===== config.mk =====
export PLATFORM = sky130hd
export DESIGN_NAME = debug_auth_ctrl
export DESIGN_NICKNAME = d
export VERILOG_FILES = /design/src/rtl/debug_auth_pkg.sv /design/src/rtl/auth_timer.sv /design/src/rtl/debug_auth_ctrl.sv
export SDC_FILE = /design/constraint.sdc
export NUM_CORES = 1
export LEC_CHECK = 0
export CAP_MARGIN = 20
export CORE_UTILIZATION = 52
export CTS_CLUSTER_DIAMETER = 80
export CTS_CLUSTER_SIZE = 20
export DETAILED_ROUTE_END_ITERATION = 10
export PLACE_DENSITY = 0.94
export SLEW_MARGIN = 30
export SYNTH_ARGS = -nofsm -noshare
export SYNTH_HDL_FRONTEND = slang
export SYNTH_SLANG_ARGS = --single-unit
export TNS_END_PERCENT = 100

===== constraint.sdc =====
create_clock -name Clk -period 6.1 [get_ports Clk]
set_input_delay 1.22 -clock Clk [delete_from_list [all_inputs] [get_ports Clk]]
set_output_delay 1.22 -clock Clk [all_outputs]
set_load 0.02 [all_outputs]

===== src/rtl/debug_auth_pkg.sv =====
// Shared definitions for the debug authentication controller: state encoding,
// default unlock key and default attempt/lockout/session limits.
package debug_auth_pkg;

   typedef enum logic [1:0] {
      IDLE      = 2'd0,
      CHALLENGE = 2'd1,
      GRANTED   = 2'd2,
      LOCKOUT   = 2'd3
   } auth_state_t;

   localparam logic [15:0] DEFAULT_KEY            = 16'hA5C3;
   localparam int          DEFAULT_MAX_ATTEMPTS   = 3;
   localparam int          DEFAULT_LOCKOUT_CYCLES = 256;
   localparam int          DEFAULT_SESSION_CYCLES = 1024;

   function automatic int max_int(input int a, input int b);
      return (a > b) ? a : b;
   endfunction

endpackage


===== src/rtl/auth_timer.sv =====
// Loadable down-counter shared by the lockout and session phases.
// expired is high whenever the remaining count has reached zero.
module auth_timer #(
   parameter int WIDTH = 11
) (
   input  logic             Clk,
   input  logic             reset,
   input  logic             load,
   input  logic [WIDTH-1:0] load_value,
   input  logic             count,
   output logic             expired
);

   logic [WIDTH-1:0] remaining;

   // Load wins over counting; counting stops at zero so it never wraps.
   always_ff @(posedge Clk or posedge reset) begin
      if (reset) begin
         remaining <= '0;
      end else if (load) begin
         remaining <= load_value;
      end else if (count && (remaining != '0)) begin
         remaining <= remaining - 1'b1;
      end
   end

   assign expired = (remaining == '0);

endmodule


===== src/rtl/debug_auth_ctrl.sv =====
// Debug access gate: a requester must present the unlock key before the
// locked register is told it is in trusted debug mode. Repeated wrong keys
// trigger a fixed-length lockout, and granted sessions are time-limited.
module debug_auth_ctrl
   import debug_auth_pkg::*;
#(
   parameter logic [15:0] KEY            = DEFAULT_KEY,
   parameter int          MAX_ATTEMPTS   = DEFAULT_MAX_ATTEMPTS,
   parameter int          LOCKOUT_CYCLES = DEFAULT_LOCKOUT_CYCLES,
   parameter int          SESSION_CYCLES = DEFAULT_SESSION_CYCLES
) (
   input  logic        Clk,
   input  logic        reset,
   input  logic        debug_req,
   input  logic        key_valid,
   input  logic [15:0] key_in,
   input  logic        debug_exit,
   output logic        debug_mode,
   output logic        trusted,
   output logic        auth_fail,
   output logic        locked_out,
   output logic [2:0]  fail_count
);

   // One extra bit keeps the timer comfortably wide enough for either load value.
   localparam int TIMER_W = $clog2(max_int(LOCKOUT_CYCLES, SESSION_CYCLES)) + 1;
   localparam logic [TIMER_W-1:0] LOCK_LOAD    = TIMER_W'(LOCKOUT_CYCLES - 1);
   localparam logic [TIMER_W-1:0] SESSION_LOAD = TIMER_W'(SESSION_CYCLES - 1);
   localparam logic [3:0]         MAX_FAIL     = 4'(MAX_ATTEMPTS);

   auth_state_t        state;
   auth_state_t        next_state;
   logic [2:0]         fail_next;
   logic [3:0]         fail_inc;
   logic               auth_fail_next;
   logic               grant_q;
   logic               timer_load;
   logic [TIMER_W-1:0] timer_value;
   logic               timer_count;
   logic               timer_expired;

   auth_timer #(
      .WIDTH(TIMER_W)
   ) u_timer (
      .Clk       (Clk),
      .reset     (reset),
      .load      (timer_load),
      .load_value(timer_value),
      .count     (timer_count),
      .expired   (timer_expired)
   );

   assign fail_inc    = {1'b0, fail_count} + 4'd1;
   assign timer_count = (state == GRANTED) || (state == LOCKOUT);

   // Next-state, fail counter and timer control; exit/request drop always
   // beat a key strobe so an abandoned challenge never consumes an attempt.
   always_comb begin
      next_state     = state;
      fail_next      = fail_count;
      auth_fail_next = 1'b0;
      timer_load     = 1'b0;
      timer_value    = '0;
      unique case (state)
         IDLE: begin
            if (debug_req && !debug_exit) begin
               next_state = CHALLENGE;
            end
         end
         CHALLENGE: begin
            if (debug_exit || !debug_req) begin
               next_state = IDLE;
            end else if (key_valid) begin
               if (key_in == KEY) begin
                  next_state  = GRANTED;
                  fail_next   = '0;
                  timer_load  = 1'b1;
                  timer_value = SESSION_LOAD;
               end else begin
                  auth_fail_next = 1'b1;
                  if (fail_inc >= MAX_FAIL) begin
                     fail_next   = MAX_FAIL[2:0];
                     next_state  = LOCKOUT;
                     timer_load  = 1'b1;
                     timer_value = LOCK_LOAD;
                  end else begin
                     fail_next = fail_inc[2:0];
                  end
               end
            end
         end
         GRANTED: begin
            if (debug_exit || !debug_req || timer_expired) begin
               next_state = IDLE;
            end
         end
         LOCKOUT: begin
            if (timer_expired) begin
               next_state = IDLE;
               fail_next  = '0;
            end
         end
         default: begin
            next_state = IDLE;
         end
      endcase
   end

   // State, counter and output registers; reset clears grant immediately.
   always_ff @(posedge Clk or posedge reset) begin
      if (reset) begin
         state      <= IDLE;
         fail_count <= '0;
         auth_fail  <= 1'b0;
         locked_out <= 1'b0;
         grant_q    <= 1'b0;
      end else begin
         state      <= next_state;
         fail_count <= fail_next;
         auth_fail  <= auth_fail_next;
         locked_out <= (next_state == LOCKOUT);
         grant_q    <= (next_state == GRANTED);
      end
   end

   assign trusted    = grant_q;
   assign debug_mode = grant_q;

endmodule


==> run_results.csv <==
group,metric,value,unit
power,seq_power_share,0.499,
yosys,synth_area_leaders,"dfrtp_1, ha_1, mux2i_1",
yosys,yosys.area.top_type,"dfrtp_1",
timing,maxSlewHeadroom,0.532,
power,powerDensity,220,nW/µm²
yosys,synth-edff-count,0,
grt,grt_use_total,0.227,
die,io_pins,28,
die,die_w,48.9,µm
timing,max_freq,329,MHz
timing,fin_crit_sh,0.499,
timing,setup_tns,0,ns
die,row_count,16,
timing,skew,0.00614,ns
placement,buffer_ports.inserted,27,
yosys,syn_nets,141,
power,comb_power_share,0.285,
timing,hold_viol,0,
die,die_h,48.9,µm
status,status,"complete, no violations",
grt,antenna_found_initial,0,
finish,regArea,475,µm²
placement,hpwlAfterDp,1.91,mm
yosys,synthArstFlopShare,1.00,
finish,multi_input_area,608,µm²
drt,wl_per_cell,14.7,µm
setup_path,cp-end-kind,"flip-flop",
timing,rsz0062_at_grt,"false",
drt,vias,1014,
power,power.share.switching,0.334,
cts,postCtsHoldBufs,0,
cts,clk_pin_slew,0.12,ns
power,p_total,0.319,mW
die,die-area,2390,µm²
placement,routabilityCongestion,0.830,
cts,clock-sinks,19,
power,clkPwrFrac,0.217,
setup_path,slowest_delay,0.54,ns
yosys,ys_types,48,
setup_path,path_class,"in -> reg",
grt,grt_pass1_vias,1053,
drt,drtIter0Drc,24,
timing,setup_viol,0,
cts,post_cts_buffers,0,
finish,utilization,0.717,
placement,placed_cells,166,
power,leakagePower,0.558,nW
hold_path,worstHoldPathType,"reg -> reg",
drt,wirelength,2.49,mm
finish,layout-drive-gt1-share,0.0839,
job,cap_violations,0,
yosys,synth_warnings,0,
setup_path,slowest_stage,"or4b_4",
yosys,synth_top_area_share,0.416,
setup_path,cp.required,6.33,ns
cts,clk_latency,0.31,ns
yosys,synthCells,116,
die,start_util,0.566,
setup_path,reg2reg_slack,3.73,ns
power,peakVddDrop,235,µV
finish,final_cell_count_no_fill,170,
drt,drt_pass1_iterations,4,
cts,cts_tree,"yes",
drt,drc,0,
yosys,seq_area_frac_synth,0.416,
die,core-area,2020,µm²
cts,cts_buffers,3,
timing,tightestPinTransition,0.701,ns
finish,n_antenna_cell,0,
cts,ctsResizeCount,0,
cts,clock-root-buffer,"clkbuf_4",
setup_path,cp_top_family,"simple AND/OR/NAND/NOR gates",
setup_path,critPathMaxFanout,10,
yosys,synth_top_flop_cell,"dfrtp_1",
setup_path,crit_buf_inv,1,
setup_path,worstPathCellList,"clkdlybuf4s50_1 > or4b_4 > or4_4 > a31o_1 > a221oi_2",
yosys,syn_area,1140,µm²
timing,post-route-min-period,3.04,ns
setup_path,cp.arrival,3.27,ns
grt,grt_max_degree,20,
cts,cts_max_level,1,
grt,grt_first_pass_wirelength,4.24,mm
grt,overflow,0,
finish,nets,169,
yosys,ys_ff_latch,19,
drt,via_per_inst,5.96,
finish,fill_cells,153,
drt,ant_nets,0,
setup_path,start_kind,"input port",
yosys,syn_avg_cell_area,9.86,µm²
power,p_int,0.213,mW
cts,cts_max_path_buffers,2,
timing,maxSlewViolCount,0,
power,p_sw,0.107,mW
finish,area_growth,26.7,%
==> kinds of logic after synthesis <==
logic type      count (synthesis)  synth area share
compound gates                 26             0.173
xor+xnor                        4            0.0306
fa+ha+maj                       4            0.0438
buf+inv                        13            0.0525
flops                          19             0.416
mux                             5            0.0449
simple gates                   45             0.240
==> worst paths after layout <==
check	from	end	cells past startpoint
worst max-delay path	key_in[2]	locked_out$_DFF_PP0_	5
worst min-delay path	fail_count[2]$_DFFE_PP0P_	fail_count[2]$_DFFE_PP0P_	2
worst max register to register	u_timer.remaining[0]$_DFFE_PP0P_	fail_count[1]$_DFFE_PP0P_	6
worst min register to register	fail_count[2]$_DFFE_PP0P_	fail_count[2]$_DFFE_PP0P_	2
max in group asynchronous	reset	u_timer.remaining[9]$_DFFE_PP0P_	2
min in group asynchronous	reset	fail_count[2]$_DFFE_PP0P_	2
==> area by class of cell <==
type | count | share of cell area
multi-input combinational | 84 | 0.420
sequential | 19 | 0.328
clock inverter | 1 | 0.00345
inverter | 9 | 0.0233
tap | 27 | 0.0233
clock buffer | 3 | 0.0155
timing repair buffer | 27 | 0.187
==> sequential cells by signal (all words and copies together), names as in the netlist <==
| name | flops |
|---|---|
| fail_count | 3 |
| state | 2 |
| auth_fail | 1 |
| debug_mode | 1 |
| u_timer.remaining | 11 |
| locked_out | 1 |
==> metrics by stage <==
step                      hold slack [ns]  area (µm²)  worst slack [ns]
final                               0.564        1450              3.06
after global routing                0.594        1450              3.01
after CTS                           0.561        1450              3.04
after detailed placement            0.540        1420              2.73
after global placement              0.521        1420              2.76
after floorplan                     0.500        1140              3.22
==> cell usage after synthesis (all sizes together) (2+ instances only) <==
master	count
or3	3
mux2i	4
or2	2
buf	2
nand2	9
or4	2
o211ai	2
nor2	8
nand3	4
nor4	3
a31oi	2
or4b	2
dfrtp	19
clkbuf	2
nor3	2
nor3b	2
inv	9
a21oi	2
o21ai	7
nand4b	2
xnor2	3
ha	4
==> power by group through the flow <==
stage	sequential (mW)	clock, mW	combinational, mW
6_report	0.159	0.0692	0.0909
5_1_grt	0.162	0.0728	0.101
2_1_floorplan	0.160	0	0.0585
3_3_place_gp	0.160	0	0.0834
3_5_place_dp	0.161	0	0.0911
4_1_cts	0.159	0.0689	0.0917
==> cell usage in the layout, fill, tap and decap left out, types with 2 or more instances in the layout <==
master           instances
clkdlybuf4s50_1         27
a21oi_1                  2
o211ai_1                 2
o21ai_0                  7
dfrtp_1                 19
nand4b_1                 2
a31oi_1                  2
xnor2_1                  3
nand2_1                  9
ha_1                     4
inv_1                    9
nor4_1                   3
nand3_1                  4
or3_1                    3
mux2i_1                  4
nor3b_1                  2
nor2_1                   8
clkbuf_4                 3
==> layer usage <==
layer / wire, µm / vias to the layer above / GRT usage
li1: - / 486 / -
met1: 1000 / 471 / 0.244
met2: 1280 / 51 / 0.407
met3: 179 / 6 / 0.0717
met4: 34 / 0 / 0.0931
met5: 0 / - / 0
==> worst min-delay path, cell delays in order, from the launching register on <==
cell     delay (ns)
dfrtp_1        0.44
inv_1          0.07
nor2_1         0.04
Power figures use the tool's default switching activity.
==> RTL edit 1: new RTL, same settings <==
The package constant `DEFAULT_LOCKOUT_CYCLES` goes from 256 to 512.
--- a/src/rtl/debug_auth_pkg.sv
+++ b/src/rtl/debug_auth_pkg.sv
@@ -13,3 +13,3 @@
    localparam int          DEFAULT_MAX_ATTEMPTS   = 3;
-   localparam int          DEFAULT_LOCKOUT_CYCLES = 256;
+   localparam int          DEFAULT_LOCKOUT_CYCLES = 512;
    localparam int          DEFAULT_SESSION_CYCLES = 1024;
Formal check against the unedited RTL: same outputs for any inputs over 10 cycles, from zero or initial values and one cycle with reset high; that may be too few to reach the edited logic, so the function may still have changed.
==> RTL edit 1 against the original RTL <==
  * Clock power decreased by 8.2%
  * Count of clock-buffer cells in the layout increased by 1
  * Combinational power down 16%
  * Area after synthesis down 2.4%
  * Clock skew fell by 0.0027 ns
  * Sequential cell count did not move
  * Routed wire length increased by 3.7%
  * Die area down 2.3%
  * Total power down 6.4%
  * Via count is 4.4% lower
  * Worst setup slack better by 0.27 ns
  * Cell area down 1.8%
  * Critical path type unchanged
==> RTL edit 1: results (changes against the original RTL) <==
status: finished clean
reg2reg end: fail_count[0]
Post-Synthesis Net Count: 137 (-2.8%)
Worst Path Arrival: 2.93 ns (-0.34 ns)
top post-synthesis cells by count: dfrtp_1 (19), nand2_1 (16), nor2_1 (9), inv_1 (7)
total leakage power: 0.559 nW (about the same)
r2r setup slk: 3.99 ns (+0.26 ns)
r2r worst-path depth: 7 (+1)
Global Route Usage Sum: 0.252 (+0.0248)
Clock Skews: 0.00348 ns (-0.00266 ns)
Detail Placement HPWL: 2040 um (+6.8%)
Peak VDD IR: 166 uV (-29%)
Worst Hold Path EP: fail_count[2]
sw power: 0.0928 mW (-13%)
CTS Buf Count: 3 (unchanged)
Slew @ Worst Pin: 0.718 ns (+0.0169 ns)
Final nets: 166 (-1.8%)
Placed Instances: 163 (-1.8%)
Power Clock: 0.0635 mW (-8.2%)
Max Fanout on Critical Path: 5 (-5)
Clock Root Buffer: clkbuf_4
total wire length: 2580 um (+3.7%)
XOR/XNOR Fraction of Synth Area: 0.0392 (+0.00860)
clock transition at the registers of the reported paths: 0.10 ns (-0.02 ns)
multiplexer share of the synthesized area: 0.0291 (-0.0157)
share of layout cells above drive strength 1: 0.107 (+0.0232)
Seq/Total Area, Yosys: 0.426 (+0.0103)
minimum hold slack: 0.533 ns (-0.0309 ns)
routability cong.: 0.822 (-1.0%)
compound-gate portion of the synthesized area: 0.157 (-0.0159)
vias in the first global route: 1035 (-1.7%)
fin crit period: 2.77 ns (-0.275 ns)
WL per Instance: 15.5 um (+5.5%)
synth unique cells: 44 (-8.3%)
Top Registers: u_timer.remaining (11), fail_count (3), state (2)
buffer count from post-CTS setup fixing: 0 (unchanged)
placed instance area: 0.00140 mm^2 (-1.8%)
Avg Cell Area, Syn: 9.96 um^2 (+1.1%)
Synth area leaders: dfrtp_1 (43%), nand2_1 (5.4%), ha_1 (4.5%)
-- RTL edit 1: changes by cell type in the layout (fill, tap and decap cells not counted), moves of 2 or more --
cell,unedited run,this run
a21oi_1,2,4
or3_1,3,0
mux2i_1,4,1
o21ai_0,7,2
nand2_1,9,16
inv_1,9,7
nor3b_1,2,0
a32oi_1,0,2
a31oi_1,2,0
-- RTL edit 1: cell type report --
type | instances | area, um^2
Fill cell | 137 | 559
Inverter | 8 | 30.0
Sequential cell | 19 | 475
Multi-Input combinational cell | 82 | 587
Tap cell | 27 | 33.8
Timing Repair Buffer | 27 | 270
Clock buffer | 4 | 26.3
-- RTL edit 1: metal layers --
metal | GRT usage | vias up | part of all wire
li1 | - | 456 | -
met1 | 0.301 | 468 | 0.39
met2 | 0.455 | 34 | 0.54
met3 | 0.0126 | 11 | 0.045
met4 | 0.132 | 0 | 0.029
met5 | 0 | - | 0
==> RTL edit 2: new RTL, same settings <==
Without the edit above. Register the input `debug_exit` before use. The logic sees it one clock later. The other inputs are not delayed to match.
--- a/src/rtl/debug_auth_ctrl.sv
+++ b/src/rtl/debug_auth_ctrl.sv
@@ -29,2 +29,8 @@
    localparam logic [3:0]         MAX_FAIL     = 4'(MAX_ATTEMPTS);
+
+   logic debug_exit_q;
+
+   always_ff @(posedge Clk) begin
+      debug_exit_q <= debug_exit;
+   end
 
@@ -65,3 +71,3 @@
          IDLE: begin
-            if (debug_req && !debug_exit) begin
+            if (debug_req && !debug_exit_q) begin
                next_state = CHALLENGE;
@@ -70,3 +76,3 @@
          CHALLENGE: begin
-            if (debug_exit || !debug_req) begin
+            if (debug_exit_q || !debug_req) begin
                next_state = IDLE;
@@ -92,3 +98,3 @@
          GRANTED: begin
-            if (debug_exit || !debug_req || timer_expired) begin
+            if (debug_exit_q || !debug_req || timer_expired) begin
                next_state = IDLE;
Formal check against the unedited RTL: not equivalent (a bounded check fails within 4 cycles, from zero or initial values and one cycle with reset high).
==> RTL edit 2 against the original RTL <==
  * Cell area hardly changed
  * Global-route usage about the same
  * Sequential cell count grew 1
  * Worst setup slack improved by 0.057 ns
  * Total power up 8.6%
  * Sequential share of layout area increased by 1.4 points
  * Area after synthesis shrank 0.44%
  * Count of clock-buffer cells in the layout up 1
  * Clock skew fell by 0.0052 ns
  * Routed wire length is 4.2% lower
  * First-iteration DRC count fell by 29%
  * Hold slack worse by 0.0055 ns
  * Die area decreased by 0.41%
  * Critical path type unchanged
  * Largest cell class unchanged
==> RTL edit 2: results (changes against the original RTL) <==
status: finished clean
Placed Instances: 163 (-1.8%)
Fillers: 137 (-10%)
Worst Path Arrival: 3.18 ns (-0.09 ns)
yosys synthesis warning count: 0 (unchanged)
Global Route Usage Sum: 0.226 (-0.000250)
buffer count from post-CTS setup fixing: 0 (unchanged)
top post-synthesis cells by count: dfrtp_1 (19), nand2_1 (15), inv_1 (6), nor2_1 (6), o21ai_0 (5)
Max Fanout on Critical Path: 6 (-4)
Peak VDD IR: 287 uV (+22%)
# hold bufs at CTS: 0 (unchanged)
WL per Instance: 14.3 um (-2.5%)
share of layout cells above drive strength 1: 0.0929 (+0.00894)
Iteration-0 DRC Markers: 17 (-29%)
Post-Synthesis Net Count: 136 (-3.5%)
Max Cap Viol: 0 (unchanged)
Clock Skews: 0.000978 ns (-0.00516 ns)
Clock Root Buffer: clkbuf_4
placed instance area: 0.00142 mm^2 (+0.18%)
Post-Place Setup Slack: 2.79 ns (+0.0670 ns)
largest net degree at the start of global routing: 20 (unchanged)
Slew @ Worst Pin: 0.731 ns (+0.0299 ns)
DRT Pass-1 Iters: 4 (unchanged)
Synth area leaders: dfrtp_1 (42%), nand2_1 (4.9%), ha_1 (4.4%)
vias: 978 (-3.6%)
total leakage power: 0.592 nW (+6.1%)
Top Registers: u_timer.remaining (11), fail_count (3), state (2)
final non-filler cell total: 167 (-1.8%)
Hold WC Path Type: flop to flop
htree depth: 1 (unchanged)
ys async rst share: 0.950 (-0.0500)
vias in the first global route: 961 (-8.7%)
Max Buffers Root-to-Sink: 2 (unchanged)
first-pass GRT wire length: 4060 um (-4.2%)
Seq/Total Area, Yosys: 0.435 (+0.0194)
Resize count post-CTS: 0 (unchanged)
synth unique cells: 38 (-21%)
IO buf count: 27 (unchanged)
ANT cells: 0 (unchanged)
Detail Placement HPWL: 1900 um (-0.58%)
routability cong.: 0.860 (+3.6%)
Avg Cell Area, Syn: 10.3 um^2 (+4.0%)
CTS Buf Count: 3 (unchanged)
initial antenna violation count: 0 (unchanged)
Skew-Pair Late Insertion Delay: 0.30 ns
clock transition at the registers of the reported paths: 0.11 ns
==> RTL edit 2: area by class of cell <==
class                   count  area (um^2)  share of cell area
flip-flops and latches     20          495               0.342
well taps                  27         33.8              0.0233
repair buffers             27          270               0.186
multi-input cells          83          602               0.415
inverters                   6         22.5              0.0155
clock buffers               4         26.3              0.0181
==> RTL edit 2: final timing paths <==
check                           slack (ns)                   end  cells past startpoint                  from
max in group asynchronous             4.33  u_timer.remaining[5]                      2                 reset
worst min register to register        0.56  u_timer.remaining[7]                      2  u_timer.remaining[7]
min in group asynchronous             1.32  u_timer.remaining[1]                      2                 reset
worst min-delay path                  0.56  u_timer.remaining[7]                      2  u_timer.remaining[7]
worst max register to register        3.64         fail_count[1]                      7  u_timer.remaining[0]
worst max-delay path                  3.11         fail_count[1]                      6            key_in[13]
==> RTL edit 2: per-layer routing <==
layer	up-vias	part of all wire	track usage
li1	465	-	-
met1	470	0.41	0.254
met2	37	0.53	0.412
met3	6	0.046	0.0312
met4	0	0.018	0.123
met5	-	0	0
==> RTL edit 2: power by group <==
group | total, mW | internal (mW) | switching [mW] | leakage, nW
clock network | 0.0649 | 0.0255 | 0.0395 | 0.0150
registers | 0.171 | 0.150 | 0.0213 | 0.226
logic | 0.111 | 0.0562 | 0.0547 | 0.351
==> RTL edit 2: cell families after synthesis <==
group / after synthesis / synth area share
DFF: 20 / 0.435
and+or+nand+nor: 55 / 0.325
buffers and inverters: 8 / 0.0363
adders and majority gates: 4 / 0.0440
AOI/OAI and AO/OA: 17 / 0.101
muxes: 2 / 0.0198
xor gates and xnor gates: 5 / 0.0385
==> RTL edit 2: critical path: stages <==
cell,delay [ns]
clkdlybuf4s50_1,0.45
or4bb_1,0.54
nor4_4,0.45
nand2b_1,0.21
a21oi_1,0.05
mux2_2,0.27
